$ cat config.mk
export PLATFORM = sky130hd
export DESIGN_NAME = recovery_sequencer
export DESIGN_NICKNAME = d
export VERILOG_FILES = /design/src/rtl/recovery_sequencer_pkg.sv /design/src/rtl/recovery_sequencer_age_arbiter.sv /design/src/rtl/recovery_sequencer.sv
export SDC_FILE = /design/constraint.sdc
export NUM_CORES = 1
export LEC_CHECK = 0
export ABC_AREA = 1
export BUFFER_PORTS_ARGS = -buffer_cell sky130_fd_sc_hd__buf_2
export CORE_ASPECT_RATIO = 0.5
export CORE_MARGIN = 5
export CORE_UTILIZATION = 31
export DETAILED_ROUTE_END_ITERATION = 7
export PLACE_DENSITY = 0.55
export SETUP_SLACK_MARGIN = 0.15
export SYNTH_ARGS = -nofsm -noshare
export SYNTH_HDL_FRONTEND = slang
export SYNTH_HIERARCHICAL = 1
export SYNTH_SLANG_ARGS = --single-unit
$ cat constraint.sdc
create_clock -name clk -period 3.45 [get_ports clk]
set_input_delay 0.5175 -clock clk [delete_from_list [all_inputs] [get_ports clk]]
set_output_delay 0.5175 -clock clk [all_outputs]
set_load 0.02 [all_outputs]
$ cat src/rtl/recovery_sequencer_pkg.sv
// Shared phase encodings, refetch types and the ActiveList age helper for the
// recovery sequencer.
package RecoverySequencerTypes;

  localparam logic [1:0] PH_COMMIT    = 2'd0;
  localparam logic [1:0] PH_RECOVER_0 = 2'd1;
  localparam logic [1:0] PH_RECOVER_1 = 2'd2;
  localparam logic [1:0] PH_CSR_WAIT  = 2'd3;

  typedef enum logic [2:0] {
    RT_THIS_PC        = 3'd0,
    RT_NEXT_PC        = 3'd1,
    RT_BRANCH_TARGET  = 3'd2,
    RT_THIS_PC_TO_CSR = 3'd3,
    RT_NEXT_PC_TO_CSR = 3'd4
  } refetch_e;

  // Distance from head, modulo 2^w; smaller means older.
  function automatic logic [31:0] age_of(input logic [31:0] ptr, input logic [31:0] head,
                                         input int unsigned w);
    logic [31:0] d;
    d = ptr - head;
    if (w < 32) d = d & ((32'd1 << w) - 32'd1);
    return d;
  endfunction

  function automatic logic is_csr_type(input logic [2:0] t);
    return (t == RT_THIS_PC_TO_CSR) || (t == RT_NEXT_PC_TO_CSR);
  endfunction

endpackage

$ cat src/rtl/recovery_sequencer_age_arbiter.sv
// Combinational oldest-first selector across recovery request channels.
module recovery_age_arbiter
  import RecoverySequencerTypes::*;
#(
  parameter int NUM_SOURCES = 2,
  parameter int PTR_WIDTH   = 6,
  parameter int PC_WIDTH    = 32,
  parameter int SRC_W       = 1
) (
  input  logic [NUM_SOURCES-1:0]           i_req_valid,
  input  logic [NUM_SOURCES*PTR_WIDTH-1:0] i_req_ptr,
  input  logic [NUM_SOURCES*PC_WIDTH-1:0]  i_req_pc,
  input  logic [NUM_SOURCES*3-1:0]         i_req_type,
  input  logic [PTR_WIDTH-1:0]             i_head_ptr,
  output logic                             o_grant_valid,
  output logic [SRC_W-1:0]                 o_grant_idx,
  output logic [PTR_WIDTH-1:0]             o_grant_ptr,
  output logic [PC_WIDTH-1:0]              o_grant_pc,
  output logic [2:0]                       o_grant_type
);

  logic [31:0] w_age;
  logic [31:0] w_best;

  // Strict less-than keeps the lowest index on equal ages.
  always_comb begin
    o_grant_valid = 1'b0;
    o_grant_idx   = '0;
    o_grant_ptr   = '0;
    o_grant_pc    = '0;
    o_grant_type  = '0;
    w_best        = '1;
    w_age         = '0;
    for (int i = 0; i < NUM_SOURCES; i++) begin
      w_age = age_of(32'(i_req_ptr[i*PTR_WIDTH +: PTR_WIDTH]), 32'(i_head_ptr), PTR_WIDTH);
      if (i_req_valid[i] && (!o_grant_valid || w_age < w_best)) begin
        o_grant_valid = 1'b1;
        o_grant_idx   = SRC_W'(i);
        o_grant_ptr   = i_req_ptr[i*PTR_WIDTH +: PTR_WIDTH];
        o_grant_pc    = i_req_pc[i*PC_WIDTH +: PC_WIDTH];
        o_grant_type  = i_req_type[i*3 +: 3];
        w_best        = w_age;
      end
    end
  end

endmodule

$ cat src/rtl/recovery_sequencer.sv
// Recovery controller: accepts the oldest recovery request, runs the optional
// CSR trap handshake, broadcasts refetch PC / flush range and waits out busy units.
module recovery_sequencer
  import RecoverySequencerTypes::*;
#(
  parameter int NUM_SOURCES   = 2,
  parameter int PTR_WIDTH     = 6,
  parameter int PC_WIDTH      = 32,
  parameter int NUM_WAIT      = 4,
  parameter int MIN_R1_CYCLES = 1,
  parameter int MAX_WAIT      = 255,
  parameter int INSN_BYTES    = 4,
  localparam int SRC_W        = (NUM_SOURCES > 1) ? $clog2(NUM_SOURCES) : 1
) (
  input  logic                             clk,
  input  logic                             rst,
  input  logic [NUM_SOURCES-1:0]           req_valid,
  input  logic [NUM_SOURCES*PTR_WIDTH-1:0] req_ptr,
  input  logic [NUM_SOURCES*PC_WIDTH-1:0]  req_pc,
  input  logic [NUM_SOURCES*3-1:0]         req_type,
  input  logic [PTR_WIDTH-1:0]             al_head_ptr,
  input  logic [PTR_WIDTH-1:0]             al_tail_ptr,
  input  logic [NUM_WAIT-1:0]              busy,
  output logic                             csr_trap_req,
  output logic [PC_WIDTH-1:0]              csr_cause_pc,
  input  logic                             csr_trap_ack,
  input  logic [PC_WIDTH-1:0]              csr_target_pc,
  output logic [1:0]                       phase,
  output logic                             recovery_start,
  output logic [PC_WIDTH-1:0]              recovered_pc,
  output logic [PTR_WIDTH-1:0]             flush_head_ptr,
  output logic [PTR_WIDTH-1:0]             flush_tail_ptr,
  output logic [SRC_W-1:0]                 winner_src,
  output logic                             unable_to_start,
  output logic                             recovery_done,
  output logic                             timeout_err
);

  typedef struct packed {
    logic [PTR_WIDTH-1:0] ptr;
    logic [PC_WIDTH-1:0]  pc;
    logic [2:0]           rtype;
    logic [SRC_W-1:0]     src;
    logic [PTR_WIDTH-1:0] tail;
  } lat_req_t;

  logic [1:0]           r_phase;
  lat_req_t             r_lat;
  logic [PC_WIDTH-1:0]  r_target;
  logic [7:0]           r_r1cnt;
  logic                 r_timeout;

  logic                 w_g_valid;
  logic [SRC_W-1:0]     w_g_idx;
  logic [PTR_WIDTH-1:0] w_g_ptr;
  logic [PC_WIDTH-1:0]  w_g_pc;
  logic [2:0]           w_g_type;
  logic [2:0]           w_norm_type;
  logic                 w_accept;
  logic                 w_done;
  logic                 w_active;
  logic                 w_this;

  recovery_age_arbiter #(
    .NUM_SOURCES(NUM_SOURCES), .PTR_WIDTH(PTR_WIDTH), .PC_WIDTH(PC_WIDTH), .SRC_W(SRC_W)
  ) u_arb (
    .i_req_valid(req_valid), .i_req_ptr(req_ptr), .i_req_pc(req_pc), .i_req_type(req_type),
    .i_head_ptr(al_head_ptr), .o_grant_valid(w_g_valid), .o_grant_idx(w_g_idx),
    .o_grant_ptr(w_g_ptr), .o_grant_pc(w_g_pc), .o_grant_type(w_g_type)
  );

  assign w_norm_type     = (w_g_type > 3'd4) ? RT_THIS_PC : w_g_type;
  assign w_active        = (r_phase != PH_COMMIT);
  assign unable_to_start = w_active | (|busy);
  assign w_accept        = ~unable_to_start & w_g_valid;
  assign w_done          = (r_phase == PH_RECOVER_1) && (r_r1cnt >= 8'(MIN_R1_CYCLES)) && !(|busy);
  assign w_this          = (r_lat.rtype == RT_THIS_PC) || (r_lat.rtype == RT_THIS_PC_TO_CSR);

  assign phase          = r_phase;
  assign recovery_start = (r_phase == PH_RECOVER_0);
  assign recovery_done  = w_done;
  assign timeout_err    = r_timeout;
  assign csr_trap_req   = (r_phase == PH_CSR_WAIT);
  assign csr_cause_pc   = csr_trap_req ? r_lat.pc : '0;
  assign flush_head_ptr = !w_active ? '0 : (w_this ? r_lat.ptr : r_lat.ptr + PTR_WIDTH'(1));
  assign flush_tail_ptr = w_active ? r_lat.tail : '0;
  assign winner_src     = w_active ? r_lat.src : '0;

  always_comb begin
    recovered_pc = '0;
    if (recovery_start) begin
      if (is_csr_type(r_lat.rtype))        recovered_pc = r_target;
      else if (r_lat.rtype == RT_NEXT_PC)  recovered_pc = r_lat.pc + PC_WIDTH'(INSN_BYTES);
      else                                 recovered_pc = r_lat.pc;
    end
  end

  always_ff @(posedge clk) begin
    if (rst) begin
      r_phase   <= PH_COMMIT;
      r_lat     <= '0;
      r_target  <= '0;
      r_r1cnt   <= '0;
      r_timeout <= 1'b0;
    end else begin
      case (r_phase)
        PH_COMMIT: if (w_accept) begin
          r_lat   <= '{ptr: w_g_ptr, pc: w_g_pc, rtype: w_norm_type, src: w_g_idx, tail: al_tail_ptr};
          r_phase <= is_csr_type(w_norm_type) ? PH_CSR_WAIT : PH_RECOVER_0;
        end
        PH_CSR_WAIT: if (csr_trap_ack) begin
          r_target <= csr_target_pc;
          r_phase  <= PH_RECOVER_0;
        end
        PH_RECOVER_0: begin
          r_phase <= PH_RECOVER_1;
          r_r1cnt <= 8'd1;
        end
        default: begin
          if (w_done) r_phase <= PH_COMMIT;
          else if (r_r1cnt < 8'(MAX_WAIT)) r_r1cnt <= r_r1cnt + 8'd1;
          if (r_r1cnt == 8'(MAX_WAIT) && (|busy)) r_timeout <= 1'b1;
        end
      endcase
    end
  end

  // Acceptance happens only in COMMIT and done only in RECOVER_1, so they never overlap.
  always_ff @(posedge clk) begin
    if (!rst) begin
      if (w_accept) begin
        assert (w_g_type <= 3'd4);
        assert (!is_csr_type(w_g_type) || w_g_idx == '0);
      end
      assert (!(w_accept && w_done));
    end
  end

endmodule

==> impl_metrics.csv, run 1 <==
group,metric,value,unit
worst_setup_path,crit_path_start_kind,"input pin",
synth,synthArstFlopShare,0,%
detailed_routing,avgRoutedWirePerCell,15.17,um
synth,ys_types,40,
synth,synth_top_cell_area_share,25.45,%
floorplan,fp.dieH,117.5,um
synth,syn_inst,1221,
sta,timing.final.crit_share,86.28,%
placement,place_hpwl,20630,um
floorplan,start_util,31.42,%
synth,netlist_area,7159,um^2
worst_setup_path,required,3750,ps
synth,synth_enable_flop_cells,0,
final_layout,stdcell_count,1716,
cts,clk_latency,360,ps
detailed_routing,drt_iter0_drc,499,
detailed_routing,wl,26040,um
sta,finalSetupTns,0,ps
final_layout,final_cell_mix,"287 x nand2_1, 218 x buf_2, 200 x inv_1",
sta,setup_viol,0,
cts,post-cts-setup-buffers,0,
cts,htree_levels,3,
final_layout,antennaDiodeCount,0,
sta,max_freq,336.0,MHz
global_route,grt_pass1_vias,7856,
synth,synth-seq-cells,91,
final_layout,fin_nets,1566,
global_route,grt_use_total,19.21,%
global_route,grt_pass1_wl,41760,um
synth,avgSynthCellArea,5.864,um^2
cts,cts.repair.resized,0,
sta,skew,12.15,ps
cts,cts_buffer_depth,2,
cts,cts_tree,"yes",
sta,slew_violations,0,
job,cap_violations,0,
worst_setup_path,path_common_cell,"nand2_1",
power_and_ir_drop,fin_total_pwr,3360,uW
outcome,status,"completed",
global_route,antenna_found_initial,0,
synth,synth_ff_type,"dfxtp_1",
final_layout,drive_above_1_share,21.22,%
floorplan,die-area,26420,um^2
sta,hold_viol,0,
worst_setup_path,critPathMaxFanout,8,
worst_setup_path,cp_cell_sequence,"buf_2 -> inv_1 -> ha_1 -> fa_1 -> inv_1 -> nand2_1 -> nand2_1 -> a21oi_1 -> o21ai_0 -> a21oi_1 -> ha_1 -> nand2_1 -> nor2_1 -> nand2_2 -> nand3_4 -> nand2_1 -> nand2_1 -> nor2_1 -> nand2_1 -> a21oi_2 -> o21ai_0 -> nand3_1 -> nand2_1 -> nor2_1",
detailed_routing,drt-pass1-iter-count,5,
floorplan,std_cell_rows,39,
synth,syn_nets,1382,
detailed_routing,vias_per_cell,4.759,
floorplan,core-area,22790,um^2
placement,place_inst,1701,
placement,io_buffers,218,
final_layout,fillers,2544,
worst_setup_path,arrival,3280,ps
sta,fin_crit,2977,ps
global_route,grt-ovfl-total,0,
worst_setup_path,end_kind,"register",
cts,cts-root-buf,"clkbuf_16",
hold_path,hp-class,"in -> reg",
detailed_routing,ant_nets,0,
power_and_ir_drop,p_leak,0.004978,uW
final_layout,final_common_cell,"nand2_1",
power_and_ir_drop,pwr_density_cell,382.1,nW/um^2
cts,cts_hold_buf,0,
floorplan,pin_count,219,
detailed_routing,num_vias,8167,
synth,yosysTopAreaCell,"dfxtp_1",
detailed_routing,drc,0,
synth,yosys-top-cells-area,"dfxtp_1 25%, nand2_1 15%, inv_1 11%",
power_and_ir_drop,max-vdd-ir-drop,0.2407,mV
final_layout,area_growth,22.81,%
worst_setup_path,path_class,"in -> reg",
cts,cts_buffers,9,
sta,slew_headroom,28.37,%
worst_setup_path,path_delay_family,"simple AND/OR/NAND/NOR gates",
synth,yosys_warnings,6,
sta,rsz0062_at_grt,"yes",
sta,tightest_slew,1073,ps
worst_setup_path,crit_path_max_incr_delay,390,ps
floorplan,dieWidth,224.9,um
worst_setup_path,critPathBufInv,3,
worst_setup_path,cpMaxStageDelayCell,"fa_1",
global_route,grt_start_max_net_pins,60,
cts,cts_num_sinks,91,
cts,path_clk_slew,70,ps
synth,yosysSeqAreaShare,25.45,%
placement,routabilityCongestion,0.9347,
-- kinds of logic (layout without fill, tap and decap cells) --
group / after synthesis / after routing / share of synthesized area, %
AND/OR/NAND/NOR: 644 / 644 / 39.99
flip-flops: 91 / 91 / 25.45
buffers and inverters: 272 / 460 / 15.48
adder cells (fa/ha/maj): 26 / 26 / 4.754
XOR/XNOR: 9 / 9 / 1.101
AO/OA/AOI/OAI: 179 / 179 / 13.23
-- power breakdown --
| part | total (uW) | internal (uW) | switching (uW) |
|---|---|---|---|
| sequential | 1200 | 1120 | 77.2 |
| combinational | 1060 | 357 | 700 |
| clock | 1100 | 657 | 446 |
| total | 3360 | 2140 | 1220 |
-- Yosys cell counts, types with 3 or more instances --
cell type	instances
a21oi_1	60
nor3_1	6
inv_1	201
o21ai_1	6
o21ai_0	101
buf_4	3
nand3_1	59
dfxtp_1	91
nand3b_1	5
nand4_1	60
a31oi_1	3
buf_2	11
nor2_4	4
nand2_2	6
nor2_1	188
xnor2_1	6
ha_1	24
nand3_2	11
buf_6	8
clkbuf_1	43
inv_2	4
nor2_2	8
nand2_1	287
o211ai_2	5
xor2_1	3
-- worst paths after layout --
kind,startpoint,to,slack (ps),depth (start not counted)
setup / recovery,req_ptr[0],phase[1],470,24
hold reg to reg,r_lat[5],r_lat[5],460,2
hold / removal,csr_target_pc[3],r_target[3],410,3
setup reg to reg,phase[1],r_r1cnt[5],1180,7
-- area by class of cell --
| cell class | count | area [um^2] | area share (%) |
|---|---|---|---|
| clock buffer | 10 | 239.0 | 2.718 |
| clock inverter | 5 | 85.08 | 0.9677 |
| inverter | 207 | 779.5 | 8.866 |
| multi-input combinational | 858 | 4238 | 48.20 |
| sequential | 91 | 1822 | 20.72 |
| tap | 307 | 384.1 | 4.369 |
| timing repair buffer | 238 | 1245 | 14.16 |
-- per-layer routing --
| layer | vias to the layer above | GRT usage (%) | part of all wire [%] |
|---|---|---|---|
| met4 | 0 | 3.915 | 1.4 |
| met1 | 3699 | 27.68 | 49 |
| li1 | 4208 | - | - |
| met3 | 24 | 3.788 | 5.3 |
| met2 | 236 | 29.88 | 44 |
| met5 | - | 0 | 0 |
-- stage by stage --
step | area, um^2 | hold WS (ps) | worst slack [ps] | util (%)
after floorplan | 7159 | 430.3 | 335.3 | -
after global placement | 8456 | 439.3 | 47.66 | 37.11
after detailed placement | 8456 | 445.4 | 40.40 | 37.11
after CTS | 8780 | 390.8 | 407.2 | 38.53
after global routing | 8792 | 412.9 | 54.39 | 38.58
final | 8792 | 412.6 | 473.4 | 38.58
-- worst min-delay path, stage by stage --
cell and delay (ps):
buf_2 70, o21ai_0 70, nor2_1 80
-- registers in the layout, indices dropped and copies added (netlist names) --
name	cells
phase	2
timeout_err	1
r_target	32
r_r1cnt	8
r_lat	48
Power figures use the tool's default switching activity.
==> inputs of run 2 (changes only) <==
- MAX_ROUTING_LAYER: not set -> met4
==> impl_metrics.csv, run 2 (synthesis results as in run 1) <==
group,metric,value,unit
final_layout,top_register,"r_lat",
power_and_ir_drop,p_leak,0.004968,uW
power_and_ir_drop,power_switching,1221,uW
detailed_routing,drt-pass1-iter-count,6,
final_layout,largest_reg_flops,48,
detailed_routing,num_vias,8209,
final_layout,antennaDiodeCount,0,
worst_setup_path,required,3740,ps
final_layout,fin_nets,1566,
detailed_routing,vias_per_cell,4.781,
floorplan,core-area,22790,um^2
cts,cts_hold_buf,0,
cts,cts_buffer_depth,2,
sta,finalSetupTns,0,ps
worst_setup_path,crit_path_start_kind,"input pin",
power_and_ir_drop,switching_share,37.16,%
placement,placed_cell_area,8441,um^2
sta,fin_crit,3028,ps
final_layout,drive_above_1_share,21.28,%
floorplan,std_cell_rows,39,
final_layout,seq_area,1822,um^2
sta,slew_headroom,24.79,%
cts,htree_levels,3,
sta,max_freq,330.3,MHz
detailed_routing,avgRoutedWirePerCell,15.28,um
power_and_ir_drop,pwr_density_cell,374.9,nW/um^2
cts,cts_tree,"yes",
sta,skew,10.44,ps
power_and_ir_drop,max-vdd-ir-drop,0.2185,mV
floorplan,pin_count,219,
power_and_ir_drop,power.internal,2065,uW
hold_path,hp-class,"in -> reg",
power_and_ir_drop,sequentialPowerShare,36.6,%
power_and_ir_drop,clock_power_share,31.3,%
outcome,status,"completed",
worst_setup_path,path_class,"in -> reg",
worst_setup_path,critPathMaxFanout,6,
global_route,grt_pass1_vias,8028,
cts,clk_latency,350,ps
placement,place_hpwl,20700,um
job,cap_violations,0,
final_layout,final_cell_mix,"287 x nand2_1, 218 x buf_2, 200 x inv_1",
cts,cts_buffers,9,
final_layout,fillers,2603,
floorplan,start_util,31.42,%
sta,timing.final.crit_share,87.77,%
worst_setup_path,arrival,3320,ps
global_route,grt-ovfl-total,0,
global_route,grt_use_total,20.00,%
sta,rsz0062_at_grt,"no",
detailed_routing,drt_iter0_drc,585,
power_and_ir_drop,pwr-share-comb,32.2,%
placement,io_buffers,218,
sta,slew_violations,0,
sta,setup_viol,0,
cts,cts_num_sinks,91,
floorplan,fp.dieH,117.5,um
sta,hold_viol,0,
global_route,grt_start_max_net_pins,60,
worst_setup_path,end_kind,"register",
floorplan,die-area,26420,um^2
detailed_routing,wl,26240,um
sta,tightest_slew,1127,ps
cts,path_clk_slew,70,ps
final_layout,stdcell_area,8765,um^2
global_route,grt_pass1_wl,42120,um
final_layout,multi_input_area,4235,um^2
detailed_routing,drc,0,
placement,routabilityCongestion,0.9356,
final_layout,final_util,38.46,%
detailed_routing,ant_nets,0,
global_route,antenna_found_initial,0,
cts,cts-root-buf,"clkbuf_16",
floorplan,dieWidth,224.9,um
final_layout,final_common_cell,"nand2_1",
final_layout,reg.largest.list,"r_lat (48), r_target (32), r_r1cnt (8)",
final_layout,area_growth,22.42,%
-- run 2: worst paths after layout --
| kind | slack [ps] | from | endpoint | cells after the start |
|---|---|---|---|---|
| max | 420 | al_head_ptr[2] | phase[1] | 21 |
| min | 410 | csr_target_pc[3] | r_target[3] | 3 |
| max reg2reg | 1220 | phase[0] | r_r1cnt[5] | 6 |
| min reg2reg | 460 | r_lat[5] | r_lat[5] | 2 |
-- run 2: cell type report --
cell class	count	area share [%]
inverter	207	8.894
clock buffer	11	2.769
timing repair buffer	238	14.16
multi-input combinational	858	48.32
sequential	91	20.79
tap	307	4.383
clock inverter	5	0.6852
-- run 2: power by group through the flow --
stage / Clock (uW) / Sequential, uW / Combinational (uW)
after detailed placement: 0 / 1220 / 1050
final: 1030 / 1200 / 1060
after global routing: 1100 / 1210 / 1200
after floorplan: 0 / 1210 / 700
after global placement: 0 / 1220 / 1040
after CTS: 1070 / 1200 / 1050
-- run 2: critical path, stage by stage --
cell,delay [ps]
buf_2,80
inv_1,50
ha_1,310
inv_1,70
nor4_1,370
nor2_1,100
nor2_1,100
nor2_1,50
ha_1,280
a21oi_1,70
or2_4,260
buf_4,160
nand4_1,80
nand2_1,100
inv_1,100
nand3_1,90
a21oi_2,200
o21ai_0,100
nand3_1,70
nand2_1,50
nor2_1,90
-- run 2: what timing repair did --
action,in CTS,in global routing
endpoints found under the hold margin,0,0
buffers inserted,0,2
resized for setup,0,3
endpoints found under the setup margin,0,1
-- run 2: metal layers --
metal | track usage (%) | up-vias | wire length [um]
li1 | - | 4203 | -
met1 | 28.52 | 3766 | 12980
met2 | 30.43 | 211 | 11580
met3 | 2.716 | 29 | 1260
met4 | 3.991 | 0 | 418
met5 | - | - | 0
-- run 2: through the flow --
stage                     hold WS, ps  std cells  setup slack [ps]  total power (uW)
after floorplan                 430.3       1221             335.3              1906
after global placement          439.0       1699            0.5318              2264
after global routing            416.3       1717             171.6              3508
after CTS                       391.3       1715             348.9              3315
after detailed placement        449.7       1699            -17.97              2269
final                           410.4       1717             422.1              3286
==> inputs of run 3 (changes only) <==
- PLACE_DENSITY: 0.55 -> not set
==> impl_metrics.csv, run 3 (synthesis results as in run 1) <==
group,metric,value,unit
sta,setup_viol,0,
worst_setup_path,cp_cell_sequence,"buf_2 -> inv_1 -> ha_1 -> fa_1 -> inv_1 -> nand2_1 -> nand2_1 -> a21oi_1 -> o21ai_0 -> a21oi_1 -> ha_1 -> nand2_1 -> nor2_1 -> nand2_2 -> buf_4 -> nand4_1 -> nand2_1 -> nor2_1 -> nand2_1 -> a21oi_2 -> o21ai_0 -> nand3_1 -> nand2_1 -> nor2_1",
cts,cts.repair.resized,0,
cts,cts-root-buf,"clkbuf_16",
placement,place_inst,1708,
worst_setup_path,startpoint,"req_ptr[0]",
placement,io_buffers,218,
detailed_routing,num_vias,8051,
floorplan,fp.dieH,117.5,um
worst_setup_path,required,3750,ps
sta,hold_viol,0,
final_layout,antennaDiodeCount,0,
floorplan,pin_count,219,
sta,slew_violations,0,
cts,cts_buffers,9,
final_layout,fin_nets,1573,
hold_path,hp-class,"in -> reg",
final_layout,reg.largest.list,"r_lat (48), r_target (32), r_r1cnt (8)",
worst_setup_path,crit_path_max_incr_delay,390,ps
global_route,grt_pass1_vias,7537,
placement,routabilityCongestion,0.9197,
worst_setup_path,cpMaxStageDelayCell,"fa_1",
cts,clk_latency,360,ps
worst_setup_path,path_common_cell,"nand2_1",
sta,tightest_slew,1014,ps
floorplan,dieWidth,224.9,um
detailed_routing,ant_nets,0,
outcome,status,"completed",
detailed_routing,drt-pass1-iter-count,7,
final_layout,top_register,"r_lat",
sta,skew,6.005,ps
global_route,grt_start_max_net_pins,60,
final_layout,drive_above_1_share,21.67,%
final_layout,final_common_cell,"nand2_1",
placement,place_hpwl,19690,um
floorplan,start_util,31.42,%
hold_path,hp-start,"csr_target_pc[6]",
worst_setup_path,reg2reg_from,"phase[0]",
worst_setup_path,end_kind,"register",
floorplan,std_cell_rows,39,
detailed_routing,drc,0,
cts,cts_hold_buf,0,
power_and_ir_drop,pwr_density_cell,373.8,nW/um^2
global_route,grt_use_total,18.76,%
final_layout,stdcell_count,1724,
cts,htree_levels,3,
cts,path_clk_slew,70,ps
floorplan,die-area,26420,um^2
final_layout,area_growth,23.30,%
worst_setup_path,critPathBufInv,4,
cts,cts_tree,"yes",
final_layout,final_cell_mix,"287 x nand2_1, 218 x buf_2, 200 x inv_1",
power_and_ir_drop,p_leak,0.004999,uW
worst_setup_path,path_class,"in -> reg",
final_layout,largest_reg_flops,48,
cts,post-cts-setup-buffers,0,
power_and_ir_drop,max-vdd-ir-drop,0.2538,mV
worst_setup_path,arrival,3310,ps
sta,slew_headroom,32.33,%
detailed_routing,drt_iter0_drc,551,
global_route,grt_pass1_wl,39520,um
floorplan,core-area,22790,um^2
job,cap_violations,0,
worst_setup_path,crit_path_start_kind,"input pin",
global_route,antenna_found_initial,0,
cts,cts_num_sinks,91,
sta,fin_crit,3009,ps
worst_setup_path,path_delay_family,"simple AND/OR/NAND/NOR gates",
sta,timing.final.crit_share,87.21,%
detailed_routing,wl,24810,um
cts,cts_buffer_depth,2,
worst_setup_path,critPathMaxFanout,4,
detailed_routing,avgRoutedWirePerCell,14.39,um
global_route,grt-ovfl-total,0,
sta,finalSetupTns,0,ps
sta,rsz0062_at_grt,"no",
sta,max_freq,332.4,MHz
detailed_routing,vias_per_cell,4.670,
## run 3: per-layer routing
metal / GRT usage [%] / wire (um)
met1: 26.44 / 12380
met2: 28.10 / 10870
met3: 2.766 / 1031
met4: 5.131 / 533
met5: - / 0
## run 3: worst paths after layout
check                                   end  slack (ps)  cells past startpoint
worst max-delay path               phase[1]         440                     24
worst min-delay path            r_target[6]         410                      3
worst max register to register   r_r1cnt[5]        1210                      6
worst min register to register     r_lat[4]         450                      2
## run 3: area by class of cell
class	instances	area, um^2
flip-flops and latches	91	1822
clock inverters	6	76.32
repair buffers	245	1294
fillers	2591	13960
well taps	307	384.1
inverters	207	779.5
multi-input cells	858	4233
clock buffers	10	239.0
## run 3: metrics by stage
step	instance area (um^2)	hold WS, ps	worst slack (ps)	util [%]	total power [uW]
2_1_floorplan	7159	430.3	335.3	-	1906
3_3_place_gp	8508	441.3	71.19	37.34	2253
3_5_place_dp	8508	445.2	45.96	37.34	2252
4_1_cts	8823	397.9	423.0	38.72	3323
5_1_grt	8827	417.8	160.0	38.74	3521
6_report	8827	409.9	441.2	38.74	3299
## run 3: worst reg2reg max path: stages (launching register included)
cell and delay, ps:
dfxtp_1 410, ha_1 200, clkinv_1 590, nand3_1 460, nand3_2 210, o21ai_0 200, nor2_1 60
## run 3: power breakdown
| group | internal (uW) | switching (uW) | total (uW) |
|---|---|---|---|
| Clock | 589 | 473 | 1060 |
| Sequential | 1120 | 74.8 | 1200 |
| Combinational | 363 | 677 | 1040 |
| Total | 2070 | 1220 | 3300 |
